`src/rtl/usr_pkg.sv`:
```
// Shared types for the universal shift register: op codes, FSM states and
// the step-op classifier. Optional rotate support is selected by the
// USR_ROTATE_EN macro; when undefined, ROL/ROR are treated as reserved ops.
package usr_pkg;

   localparam int unsigned OP_W = 3;

   typedef enum logic [OP_W-1:0] {
      OP_LOAD = 3'd0,
      OP_SHL  = 3'd1,
      OP_SHR  = 3'd2,
      OP_SAR  = 3'd3,
      OP_ROL  = 3'd4,
      OP_ROR  = 3'd5,
      OP_RSV6 = 3'd6,
      OP_RSV7 = 3'd7
   } usr_op_e;

   typedef enum logic {
      ST_IDLE  = 1'b0,
      ST_SHIFT = 1'b1
   } usr_state_e;

   // True for ops that consume cmd_amount single-bit steps.
   function automatic logic is_step_op(input logic [OP_W-1:0] op);
      logic r;
      r = 1'b0;
      case (usr_op_e'(op))
         OP_SHL, OP_SHR, OP_SAR: r = 1'b1;
`ifdef USR_ROTATE_EN
         OP_ROL, OP_ROR:         r = 1'b1;
`endif
         default:                r = 1'b0;
      endcase
      return r;
   endfunction

endpackage

```
`src/rtl/usr_shift_step.sv`:
```
// Combinational single-step unit: computes the word after one shift/rotate
// step and the bit leaving the word. Rotates exist only with USR_ROTATE_EN;
// otherwise ops 4/5 pass the word through like any other non-step op.
module usr_shift_step
   import usr_pkg::*;
#(
   parameter int unsigned WIDTH = 8
) (
   input  logic [OP_W-1:0]  i_op,
   input  logic [WIDTH-1:0] i_word,
   input  logic             i_serial,
   output logic [WIDTH-1:0] o_word,
   output logic             o_bit
);

   // One step of the selected op; non-step ops leave the word untouched.
   always_comb begin
      o_word = i_word;
      o_bit  = 1'b0;
      case (usr_op_e'(i_op))
         OP_SHL: begin
            o_word = {i_word[WIDTH-2:0], i_serial};
            o_bit  = i_word[WIDTH-1];
         end
         OP_SHR: begin
            o_word = {i_serial, i_word[WIDTH-1:1]};
            o_bit  = i_word[0];
         end
         OP_SAR: begin
            o_word = {i_word[WIDTH-1], i_word[WIDTH-1:1]};
            o_bit  = i_word[0];
         end
`ifdef USR_ROTATE_EN
         OP_ROL: begin
            o_word = {i_word[WIDTH-2:0], i_word[WIDTH-1]};
            o_bit  = i_word[WIDTH-1];
         end
         OP_ROR: begin
            o_word = {i_word[0], i_word[WIDTH-1:1]};
            o_bit  = i_word[0];
         end
`endif
         default: ;
      endcase
   end

endmodule

```
`src/rtl/universal_shift_register.sv`:
```
// Universal shift register: LOAD / SHL / SHR / SAR (and ROL / ROR when
// USR_ROTATE_EN is defined) by a commanded step count, one step per enabled
// clock, with a valid/ready command handshake and a one-cycle done pulse.
module universal_shift_register
   import usr_pkg::*;
#(
   parameter int unsigned WIDTH = 8,
   parameter int unsigned AMT_W = $clog2(WIDTH + 1)
) (
   input  logic             clock,
   input  logic             reset,
   input  logic             enable,
   input  logic             cmd_valid,
   output logic             cmd_ready,
   input  logic [OP_W-1:0]  cmd_op,
   input  logic [AMT_W-1:0] cmd_amount,
   input  logic [WIDTH-1:0] datain,
   input  logic             serial_in,
   output logic [WIDTH-1:0] dataout,
   output logic             serial_out,
   output logic             busy,
   output logic             done
);

   usr_state_e       r_state;
   logic [OP_W-1:0]  r_op;
   logic [AMT_W-1:0] r_count;
   logic [WIDTH-1:0] r_data;
   logic             r_sout;
   logic             r_done;

   usr_state_e       w_state_nxt;
   logic [OP_W-1:0]  w_op_nxt;
   logic [AMT_W-1:0] w_count_nxt;
   logic [WIDTH-1:0] w_data_nxt;
   logic             w_sout_nxt;
   logic             w_done_nxt;

   logic [OP_W-1:0]  w_step_op;
   logic [WIDTH-1:0] w_step_word;
   logic             w_step_bit;

   // In IDLE the first step is taken on the accept edge, so the step unit
   // sees the incoming op; in SHIFT it sees the latched op.
   always_comb begin
      w_step_op = (r_state == ST_IDLE) ? cmd_op : r_op;
   end

   usr_shift_step #(
      .WIDTH (WIDTH)
   ) u_step (
      .i_op     (w_step_op),
      .i_word   (r_data),
      .i_serial (serial_in),
      .o_word   (w_step_word),
      .o_bit    (w_step_bit)
   );

   // Next-state logic: command decode in IDLE, step/count-down in SHIFT.
   always_comb begin
      w_state_nxt = r_state;
      w_op_nxt    = r_op;
      w_count_nxt = r_count;
      w_data_nxt  = r_data;
      w_sout_nxt  = r_sout;
      w_done_nxt  = 1'b0;
      case (r_state)
         ST_IDLE: begin
            if (cmd_valid) begin
               w_op_nxt = cmd_op;
               if (cmd_op == OP_LOAD) begin
                  w_data_nxt = datain;
                  w_done_nxt = 1'b1;
               end else if (is_step_op(cmd_op) && (cmd_amount != '0)) begin
                  w_data_nxt = w_step_word;
                  w_sout_nxt = w_step_bit;
                  if (cmd_amount == AMT_W'(1)) begin
                     w_done_nxt = 1'b1;
                  end else begin
                     w_state_nxt = ST_SHIFT;
                     w_count_nxt = cmd_amount - AMT_W'(1);
                  end
               end else begin
                  // Zero-step and reserved ops: complete without changes.
                  w_done_nxt = 1'b1;
               end
            end
         end
         ST_SHIFT: begin
            w_data_nxt  = w_step_word;
            w_sout_nxt  = w_step_bit;
            w_count_nxt = r_count - AMT_W'(1);
            if (r_count == AMT_W'(1)) begin
               w_state_nxt = ST_IDLE;
               w_done_nxt  = 1'b1;
            end
         end
         default: w_state_nxt = ST_IDLE;
      endcase
   end

   // State and datapath registers; enable low freezes everything.
   always_ff @(posedge clock) begin
      if (reset) begin
         r_state <= ST_IDLE;
         r_op    <= '0;
         r_count <= '0;
         r_data  <= '0;
         r_sout  <= 1'b0;
         r_done  <= 1'b0;
      end else if (enable) begin
         r_state <= w_state_nxt;
         r_op    <= w_op_nxt;
         r_count <= w_count_nxt;
         r_data  <= w_data_nxt;
         r_sout  <= w_sout_nxt;
         r_done  <= w_done_nxt;
      end
   end

   // Status outputs decoded from registered state.
   always_comb begin
      cmd_ready  = (r_state == ST_IDLE);
      busy       = (r_state == ST_SHIFT);
      dataout    = r_data;
      serial_out = r_sout;
      done       = r_done;
   end

endmodule

```
`config.mk`:
```
export PLATFORM = sky130hd
export DESIGN_NAME = universal_shift_register
export DESIGN_NICKNAME = d
export VERILOG_FILES = /design/src/rtl/usr_pkg.sv /design/src/rtl/usr_shift_step.sv /design/src/rtl/universal_shift_register.sv
export SDC_FILE = /design/constraint.sdc
export NUM_CORES = 1
export LEC_CHECK = 0
export BUFFER_PORTS_ARGS = -buffer_cell sky130_fd_sc_hd__buf_2
export CORE_UTILIZATION = 45
export CTS_BUF_LIST = sky130_fd_sc_hd__clkbuf_4
export DETAILED_ROUTE_END_ITERATION = 10
export PLACE_DENSITY_LB_ADDON = 0.05
export SETUP_SLACK_MARGIN = 0.1
export SYNTH_ARGS = -nofsm -noshare
export SYNTH_HDL_FRONTEND = slang
export SYNTH_HIERARCHICAL = 1
export SYNTH_SLANG_ARGS = --single-unit
```
`constraint.sdc`:
```
create_clock -name clock -period 2.45 [get_ports clock]
set_input_delay 0.49 -clock clock [delete_from_list [all_inputs] [get_ports clock]]
set_output_delay 0.49 -clock clock [all_outputs]
set_load 0.01 [all_outputs]
```
==> metrics.csv <==
stage,metric,value,unit
status,status,"complete, no violations",
clocking,post-CTS sizing,0,
critical_path,maximum fanout encountered on the critical timing path,13,
placement,number of placed instances with taps included,207,
critical_path,slowest stage cell on the critical path,mux2_2,
sta,upper clock frequency limit,513,MHz
sta,share of the cycle needed by the critical path after routing,0.796,
yosys,"Cell Area, Synth",1320,um^2
pwr,share of total power in sequential cells,0.484,
layout,Antenna Diode Count,0,
yosys,synthesized area per cell,8.71,um^2
placement,total of buffers placed on input and output ports,31,
sta,"Min Clock Period, post-route",1.95,ns
pwr,cell leakage power,0.610,nW
floorplan,floorplan core area,2780,um^2
yosys,number of flops mapped to enable cells by yosys,0,
pwr,share of total power in combinational logic,0.285,
placement,RePlAce Congestion,0.803,
yosys,total nets after synthesis,176,
sta,final-layout setup total negative slack,0,ns
placement,placed wire-length estimate after detailed placement,2160,um
clocking,clock latency at the later pin of the worst-skew pair,0.29,ns
layout,final standard cell count with taps included and fillers excluded,211,
layout,signed area change from the synthesized netlist to the final layout,12.9,%
floorplan,Placement Rows,19,
placement,post-place setup slack,0.313,ns
yosys,share of synthesized area occupied by flip-flops and latches,0.272,
hold_path,type of the most critical hold path,in2reg,
pwr,switching power,0.224,mW
floorplan,starting utilization of the core area,0.476,
layout,ratio of cells with drive above 1 in the final layout,0.306,
global_route,first-pass GRT wire length,5200,um
floorplan,die area,3160,um^2
sta,number of pins with negative max-slew slack in the final report,0,
yosys,share of async-settable or async-resettable flops after synthesis,0,
sta,unrepaired setup endpoints after global routing,false,
critical_path,ordered list of cells on the worst path,mux2_2 -> nor2b_1 -> a22oi_1 -> o21ai_1 -> mux2i_1 -> a211oi_2,
layout,nets@finish,205,
critical_path,critical path launch point type,flip-flop,
clocking,CTS tree,yes,
clocking,Num Clock Sinks,18,
clocking,CTS buffer count,3,
routing,number of DRC violations after detailed-routing iteration 0,37,
floorplan,Boundary Pins,32,
critical_path,arrival time reported for the critical path endpoint,2.17,ns
routing,sum of routed wire length over all layers,2980,um
clocking,library cell used as clock root buffer,clkbuf_4,
critical_path,launch point of the worst path,busy,
clocking,clock slew at the register clock pins of the worst setup and hold paths,0.11,ns
global_route,pin count of the biggest net entering global routing,19,
yosys,count of mapped cells out of synthesis,152,
pwr,switching part of the total power,0.331,
critical_path,largest incremental delay on the critical path,0.47,ns
sta,final setup margin,0.500,ns
yosys,"Distinct cells, synth",41,
clocking,number of buffers between clock root and the deepest sink,2,
pwr,total power per unit cell area,454,nW/um^2
clocking,H-tree levels,1,
routing,Avg Vias per Cell,5.63,
pwr,total internal power,0.454,mW
routing,total vias in the final route,1187,
routing,residual antenna-violating net count after detailed routing,0,
pwr,part of the total power dissipated in the clock network,0.231,
global_route,number of global-route vias before repair,1138,
sta,worst slew margin relative to its limit,0.630,
routing,drc violations,0,
pwr,worst ir drop on vdd,297,uV
global_route,initial antenna violation count,0,
critical_path,type of destination of the critical path,flip-flop,
run,max_cap viols,0,
hold_path,hold_sp,cmd_op[1],
floorplan,Die H,56.2,um
critical_path,critical path class,reg2reg,
floorplan,floorplan die width,56.2,um
clocking,number of buffers added to fix hold violations after cts,0,
sta,final setup violation count,0,
yosys,Yosys warnings,6,
critical_path,required time of the worst setup path,2.67,ns
sta,Setup Skew,0.00494,ns
global_route,overall global routing resource usage,0.206,
global_route,grt ovf,0,
sta,pin slew with the least headroom to its limit,0.553,ns
critical_path,launch point of the worst reg-to-reg path,busy,
clocking,number of buffers inserted to repair setup after CTS,0,
routing,Pre-antenna DRT Iters,4,
sta,number of hold violations in the final report,0,
yosys,"Top FF cell, synth",dfxtp_1,
yosys,Yosys reg bits,18,
routing,Routed wire per std cell,14.1,um
## layout by cell type, fill, tap and decap left out, types with 2 or more instances in the layout
cell and n:
ha_1 4, nor2b_1 8, and2b_1 3, clkbuf_4 3
o21ai_1 8, o21ai_0 2, a31oi_1 3, a22oi_1 7
a222oi_1 2, nand3_1 2, nor3_1 3, buf_2 31
dfxtp_1 18, mux2i_1 16, xor2_1 2, a21oi_1 7
a211oi_2 8, inv_1 8, nor2_1 20, a211oi_1 2
mux2_2 4
## power by group through the flow
stage	sequential, mW	combinational (mW)	clock (mW)
5_1_grt	0.331	0.216	0.178
6_report	0.328	0.193	0.157
4_1_cts	0.328	0.194	0.164
2_1_floorplan	0.336	0.140	0
3_3_place_gp	0.335	0.190	0
3_5_place_dp	0.335	0.193	0
## stage by stage
stage / utilization / area (um^2) / hold slack, ns / power (mW)
after floorplan: - / 1320 / 0.458 / 0.476
after global placement: 0.528 / 1470 / 0.472 / 0.525
after detailed placement: 0.528 / 1470 / 0.484 / 0.528
after CTS: 0.538 / 1500 / 0.468 / 0.687
after global routing: 0.538 / 1500 / 0.467 / 0.726
final: 0.538 / 1500 / 0.476 / 0.678
## flip-flops by register name, summed over array words and instances (netlist names)
register / count
busy: 1
dataout: 8
done: 1
r_count: 4
r_op: 3
serial_out: 1
## synthesized netlist by cell type (2+ instances only)
library cell  count  area [um^2]
nor2_1           20         75.1
dfxtp_1          18          360
mux2i_1          16          160
a211oi_2          8          100
inv_1             8         30.0
nor2b_1           8         50.1
o21ai_1           8         40.0
a21oi_1           7         35.0
a22oi_1           7         52.6
ha_1              4         50.1
mux2_2            4         45.0
a31oi_1           3         18.8
and2b_1           3         22.5
buf_4             3         22.5
nor3_1            3         15.0
a211oi_1          2         15.0
a222oi_1          2         20.0
buf_2             2         10.0
nand3_1           2         10.0
o21ai_0           2         10.0
xor2_1            2         17.5
## area by class of cell
type | count | area, um^2
fillers | 293 | 1290
multi-input cells | 118 | 877
flip-flops and latches | 18 | 360
repair buffers | 32 | 163
well taps | 31 | 38.8
inverters | 8 | 30.0
clock buffers | 3 | 22.5
clock inverters | 1 | 3.75
## path summary, 6_finish.rpt
| check | end | slack (ns) | cells after the start |
|---|---|---|---|
| min reg2reg | r_op[2] | 0.51 | 2 |
| max | dataout[1] | 0.50 | 6 |
| max reg2reg | dataout[1] | 0.50 | 6 |
| min | r_op[1] | 0.48 | 3 |
## critical path, delay by kind of cell (launching register included)
kind	cells	cell delay, ns
simple gates	1	0.40
compound gates	3	0.48
flops	1	0.43
mux	2	0.57
## layer usage
| metal | global-route usage | wire length, um |
|---|---|---|
| met5 | 0 | 0 |
| met4 | 0.0592 | 17 |
| met3 | 0.0302 | 104 |
| met2 | 0.308 | 1320 |
| met1 | 0.306 | 1540 |
## cell families (layout without fill, tap and decap cells)
kind of cell / after synthesis / in the layout / share of synthesized area
AND/OR/NAND/NOR: 48 / 48 / 0.199
buffers and inverters: 16 / 44 / 0.0652
XOR/XNOR: 2 / 2 / 0.0132
adder cells (fa/ha/maj): 4 / 4 / 0.0378
flip-flops: 18 / 18 / 0.272
AO/OA/AOI/OAI: 44 / 44 / 0.257
multiplexers: 20 / 20 / 0.155
Note: power is estimated with default switching activity, not from simulation.
